===== config.mk =====
export PLATFORM = sky130hd
export DESIGN_NAME = pc_sequencer
export DESIGN_NICKNAME = d
export VERILOG_FILES = /design/src/rtl/pc_sequencer.sv
export SDC_FILE = /design/constraint.sdc
export NUM_CORES = 1
export LEC_CHECK = 0
export ABC_AREA = 1
export CORE_UTILIZATION = 43
export CTS_CLUSTER_DIAMETER = 40
export DETAILED_ROUTE_END_ITERATION = 6
export MAX_ROUTING_LAYER = met4
export PLACE_DENSITY_LB_ADDON = 0.15
export SLEW_MARGIN = 20
export SYNTH_ARGS = -nofsm -noshare
export SYNTH_HDL_FRONTEND = slang
export SYNTH_SLANG_ARGS = --single-unit

===== constraint.sdc =====
create_clock -name clk -period 1.8 [get_ports clk]
set_input_delay 0.36 -clock clk [delete_from_list [all_inputs] [get_ports clk]]
set_output_delay 0.36 -clock clk [all_outputs]
set_load 0.01 [all_outputs]

===== src/rtl/pc_sequencer.sv =====
// pc_sequencer: program counter FSM (IDLE/RUN/MWAIT/BWAIT). Defining BRANCH_TIMEOUT_EN adds a branch-wait timeout.
// Latency: pc updates on the edge after a RUN/MWAIT/BWAIT decision. wr_en is combinational from state and decoder inputs.
// Backpressure: ready!=branch_cond stalls in BWAIT. Decoder inputs are ignored outside RUN, and start is ignored outside IDLE.
module pc_sequencer #(
    parameter int PSIZE      = 6,
    parameter int MUL_CYCLES = 2,
    parameter int TO_BITS    = 4
) (
    input  logic             clk,
    input  logic             nReset,
    input  logic             start,
    input  logic             pc_incr,
    input  logic             pc_abs,
    input  logic             pc_rel,
    input  logic             multi,
    input  logic [PSIZE-1:0] branch_addr,
    input  logic             ready,
    input  logic             branch_cond,
    output logic [PSIZE-1:0] pc,
    output logic             wr_en,
    output logic [1:0]       state,
    output logic             timeout
);

    typedef enum logic [1:0] {
        IDLE  = 2'b00,
        RUN   = 2'b01,
        MWAIT = 2'b10,
        BWAIT = 2'b11
    } state_t;

    localparam logic [3:0]       MUL_LOAD = 4'(MUL_CYCLES - 1);
    localparam logic [PSIZE-1:0] PC_ONE   = PSIZE'(1);

    generate
        if (MUL_CYCLES < 2 || MUL_CYCLES > 15) begin : g_bad_mul
            $error("pc_sequencer: MUL_CYCLES must be in 2..15");
        end
        if (TO_BITS < 1) begin : g_bad_to
            $error("pc_sequencer: TO_BITS must be at least 1");
        end
    endgenerate

    state_t           cur;
    logic [3:0]       mul_cnt;
    logic             br_abs;
    logic [PSIZE-1:0] br_addr;
    logic             br_ok;
    logic             is_branch;

    assign state     = cur;
    assign br_ok     = (ready == branch_cond);
    assign is_branch = pc_abs | pc_rel;

`ifdef BRANCH_TIMEOUT_EN
    // The last BWAIT cycle is the one whose count reaches 2^TO_BITS-1 on the next edge.
    localparam logic [TO_BITS-1:0] TO_LAST = TO_BITS'((1 << TO_BITS) - 2);
    logic [TO_BITS-1:0] to_cnt;
`else
    assign timeout = 1'b0;
`endif

    always_comb begin
        wr_en = 1'b0;
        case (cur)
            RUN:     wr_en = !is_branch && !multi && pc_incr;
            MWAIT:   wr_en = (mul_cnt == 4'd1);
            default: wr_en = 1'b0;
        endcase
    end

    always_ff @(posedge clk or negedge nReset) begin
        if (!nReset) begin
            cur     <= IDLE;
            pc      <= '0;
            mul_cnt <= '0;
            br_abs  <= 1'b0;
            br_addr <= '0;
`ifdef BRANCH_TIMEOUT_EN
            to_cnt  <= '0;
            timeout <= 1'b0;
`endif
        end else begin
`ifdef BRANCH_TIMEOUT_EN
            timeout <= 1'b0;
`endif
            case (cur)
                IDLE: begin
                    if (start) begin
                        cur <= RUN;
                    end
                end
                RUN: begin
                    if (is_branch) begin
                        if (br_ok) begin
                            pc <= pc_abs ? branch_addr : pc + branch_addr;
                        end else begin
                            br_abs  <= pc_abs;
                            br_addr <= branch_addr;
`ifdef BRANCH_TIMEOUT_EN
                            to_cnt  <= '0;
`endif
                            cur     <= BWAIT;
                        end
                    end else if (multi) begin
                        mul_cnt <= MUL_LOAD;
                        cur     <= MWAIT;
                    end else if (pc_incr) begin
                        pc <= pc + PC_ONE;
                    end
                end
                MWAIT: begin
                    mul_cnt <= mul_cnt - 4'd1;
                    if (mul_cnt == 4'd1) begin
                        pc  <= pc + PC_ONE;
                        cur <= RUN;
                    end
                end
                BWAIT: begin
                    // A status match wins over the timeout when both land on the same cycle.
                    if (br_ok) begin
                        pc  <= br_abs ? br_addr : pc + br_addr;
                        cur <= RUN;
                    end
`ifdef BRANCH_TIMEOUT_EN
                    else if (to_cnt == TO_LAST) begin
                        pc      <= pc + PC_ONE;
                        timeout <= 1'b1;
                        cur     <= RUN;
                    end else begin
                        to_cnt <= to_cnt + TO_BITS'(1);
                    end
`endif
                end
                default: cur <= IDLE;
            endcase
        end
    end

endmodule

==> flow_metrics.py <==
metrics = {
    "cts": {
        "clk_latency_ns": 0.26,
        "clockRootBuffer": "clkbuf_8",
        "htree_levels": 1,
        "cts_num_sinks": 19,
        "cts_tree": "done",
        "numCtsBuffers": 3,
        "cts_buffer_depth": 2,
        "clkTransAtPathRegs_ns": 0.08,
    },
    "worst_setup_path": {
        "cp_max_fo": 2,
        "crit_top_cell": "buf_4",
        "cp_slowest_stage_delay_ns": 0.37,
        "setup.worst_path.start_class": "flip-flop",
        "reg2reg_depth": 9,
        "worstPathCellList": "inv_2 -> buf_4 -> buf_4 -> ha_4 -> and2_4 -> buf_6",
        "cp.required_ns": 1.44,
        "arrival_ns": 1.42,
        "path_class": "reg -> out",
        "worst_setup_path_end_kind": "primary output",
        "worst-r2r-setup-slack_ns": 0.06,
        "reg2reg_to": "pc[4]$_DFFE_PN0P_",
        "timing.rr.start": "pc[0]$_DFFE_PN0P_",
        "slowest_stage": "dfrtp_1",
    },
    "timing": {
        "clock.fmax_mhz": 561,
        "fin_crit_ns": 1.78,
        "setup_viol": 0,
        "holdWs_ns": 0.441,
        "fin_crit_sh_pct": 99.1,
        "hold_viol": 0,
        "skew_ns": 0.00486,
        "slew_violations": 0,
        "rsz0062_at_grt": "true",
    },
    "logic_synthesis": {
        "yosys-top-cells-area": "dfrtp_1, nand2_1, ha_1, inv_1, nand3_1",
        "ys_seq_area_share_pct": 27.0,
        "netlist-cell-type-count": 32,
        "syn_inst": 250,
        "synthArstFlopShare_pct": 100,
        "synthesis.nets": 285,
        "synth_area_mm2": 0.00176,
        "ys_warn_count": 0,
        "synth_commonest_cells": "nand2_1, inv_1, nor2_1",
        "synth_edf_count": 0,
        "synth_top_cell_by_area": "dfrtp_1",
        "synth-seq-cells": 19,
        "synthFlopType": "dfrtp_1",
        "syn_avg_cell_area_um2": 7.05,
        "synth_most_common_cell": "nand2_1",
        "synth_top_cell_area_share_pct": 27.0,
    },
    "routing": {
        "firstDrtPassIters": 4,
        "wirelength_mm": 4.95,
        "drc": 0,
        "post_drt_wl_per_cell_um": 13.2,
        "drt_iter0_drc": 76,
        "routed_via_density": 5.08,
        "ant_nets": 0,
        "via_count": 1909,
    },
    "place": {
        "hpwl_mm": 3.78,
        "gp_congestion": 0.895,
        "dp.cells": 367,
        "io_buffer_count": 23,
        "dpl-instance-area_mm2": 0.00240,
    },
    "cells_and_area": {
        "area_delta_synth_final_pct": 50.0,
        "antenna_cells": 0,
        "fin_util_pct": 69.6,
        "drive_gt1_share_pct": 32.0,
        "finalNonFillerCells": 376,
        "design_area_mm2": 0.00264,
        "nets": 364,
    },
    "floorplan": {
        "die_x_um": 66.0,
        "boundaryPins": 25,
        "die_height_um": 66.0,
        "dieArea_mm2": 0.00436,
        "start_util_pct": 46.4,
        "placement_rows": 22,
        "core_area_mm2": 0.00380,
    },
    "power": {
        "power_w": 0.00459,
        "leakagePower_nw": 1.34,
        "power_density_mw_per_mm2": 1740,
        "vdd_drop_max_mv": 1.06,
    },
    "global_route": {
        "grt_pass1_wl_mm": 7.97,
        "grt_overflow": 0,
        "grt_pass1_vias": 1784,
        "grt_use_total_pct": 25.0,
        "antenna_found_initial": 0,
        "grt_max_degree": 20,
    },
    "worst_hold_path": {
        "worst_hold_path_type": "in -> async",
    },
    "run_status": {
        "outcome": "complete, no violations",
    },
    "job": {
        "cap_violations": 0,
    },
}
[registers in the layout (all words and copies together), names as in the netlist]
signal   cells
br_addr      6
pc           6
mul_cnt      4
state        2
br_abs       1
[report_power, final]
group	internal, W	total [W]	switching, W
Clock	0.000154	0.000312	0.000158
Sequential	0.000659	0.000938	0.000279
Combinational	0.00166	0.00334	0.00168
Total	0.00247	0.00459	0.00212
[stage by stage]
| stage | worst slack (ns) | TNS (ns) |
|---|---|---|
| 3_5_place_dp | -0.497 | -2.53 |
| 3_3_place_gp | -0.433 | -2.11 |
| 6_report | 0.0166 | 0 |
| 2_1_floorplan | 0.0270 | 0 |
| 5_1_grt | -0.0714 | -0.0753 |
| 4_1_cts | -0.0225 | -0.0225 |
[how the worst max path moves through the flow]
stage | startpoint | slack [ns] | end
final | state[1]$_DFFE_PN0P_ | 0.02 | wr_en
after global routing | state[0]$_DFFE_PN0P_ | -0.07 | wr_en
after CTS | state[1]$_DFFE_PN0P_ | -0.02 | wr_en
after detailed placement | pc_rel | -0.50 | wr_en
after global placement | pc_abs | -0.43 | wr_en
after floorplan | pc[0]$_DFFE_PN0P_ | 0.03 | pc[4]$_DFFE_PN0P_
[repair_timing]
action / in CTS / in global routing
endpoints found under the setup margin: 3 / 12
resized for setup: 21 / 32
hold buffers: 0 / 0
pin swaps: 5 / 9
buffers inserted: 2 / 3
[cell type report]
type / instances / area [um2]
well taps: 48 / 60.1
inverters: 37 / 141
clock buffers: 3 / 41.3
repair buffers: 78 / 654
flip-flops and latches: 19 / 482
fillers: 344 / 1160
multi-input cells: 190 / 1260
clock inverters: 1 / 5.00
[cell usage in the layout (no fill, tap or decap), types with 2 or more instances in the layout]
cell             Yosys  routed
dfrtp_2              0       5
nand3_2              1       2
ha_2                 0       4
ha_4                 0       6
nor2_4               2       3
a21oi_2              0       4
inv_2                2       5
a22oi_1              3       3
nand2_1             65      63
a21oi_1             11       7
buf_4                2      55
mux2_2               4       4
o21ai_1              0       5
nand2_2              2       4
o221ai_1             3       3
ha_1                18       8
nand3_1             18      17
nor3_1               3       2
inv_1               35      31
xnor2_1              3       3
o21ai_0             15      10
xor2_1               3       3
o22ai_1              4       3
dlygate4sd2_1        0       2
nor2_1              22      21
dlymetal6s2s_1       0       5
dfrtp_1             19      14
clkdlybuf4s50_1      0      15
nand4_1              3       3
fa_2                 0       2
clkbuf_8             0       3
[routing by layer]
metal	up-vias	global-route usage (%)	routed length (um)
met5	-	-	0
met4	0	6.12	79
met3	8	1.72	169
met2	53	43.9	2460
met1	877	31.2	2240
li1	971	-	-
[critical path: cells and delay by family, from the launching register on]
| family | cells | cell delay [ns] |
|---|---|---|
| fa+ha+maj | 1 | 0.25 |
| buf+inv | 4 | 0.40 |
| flops | 1 | 0.37 |
| simple gates | 1 | 0.13 |
[cell families after synthesis]
logic type / count (synthesis) / synth area share (%)
xor gates and xnor gates: 6 / 2.98
adders and majority gates: 20 / 15.1
AOI/OAI and AO/OA: 41 / 13.7
muxes: 4 / 2.56
other: 1 / 0.213
and+or+nand+nor: 118 / 28.8
DFF: 19 / 27.0
buffers and inverters: 41 / 9.66
No activity file was read; power rests on OpenSTA's default activity.
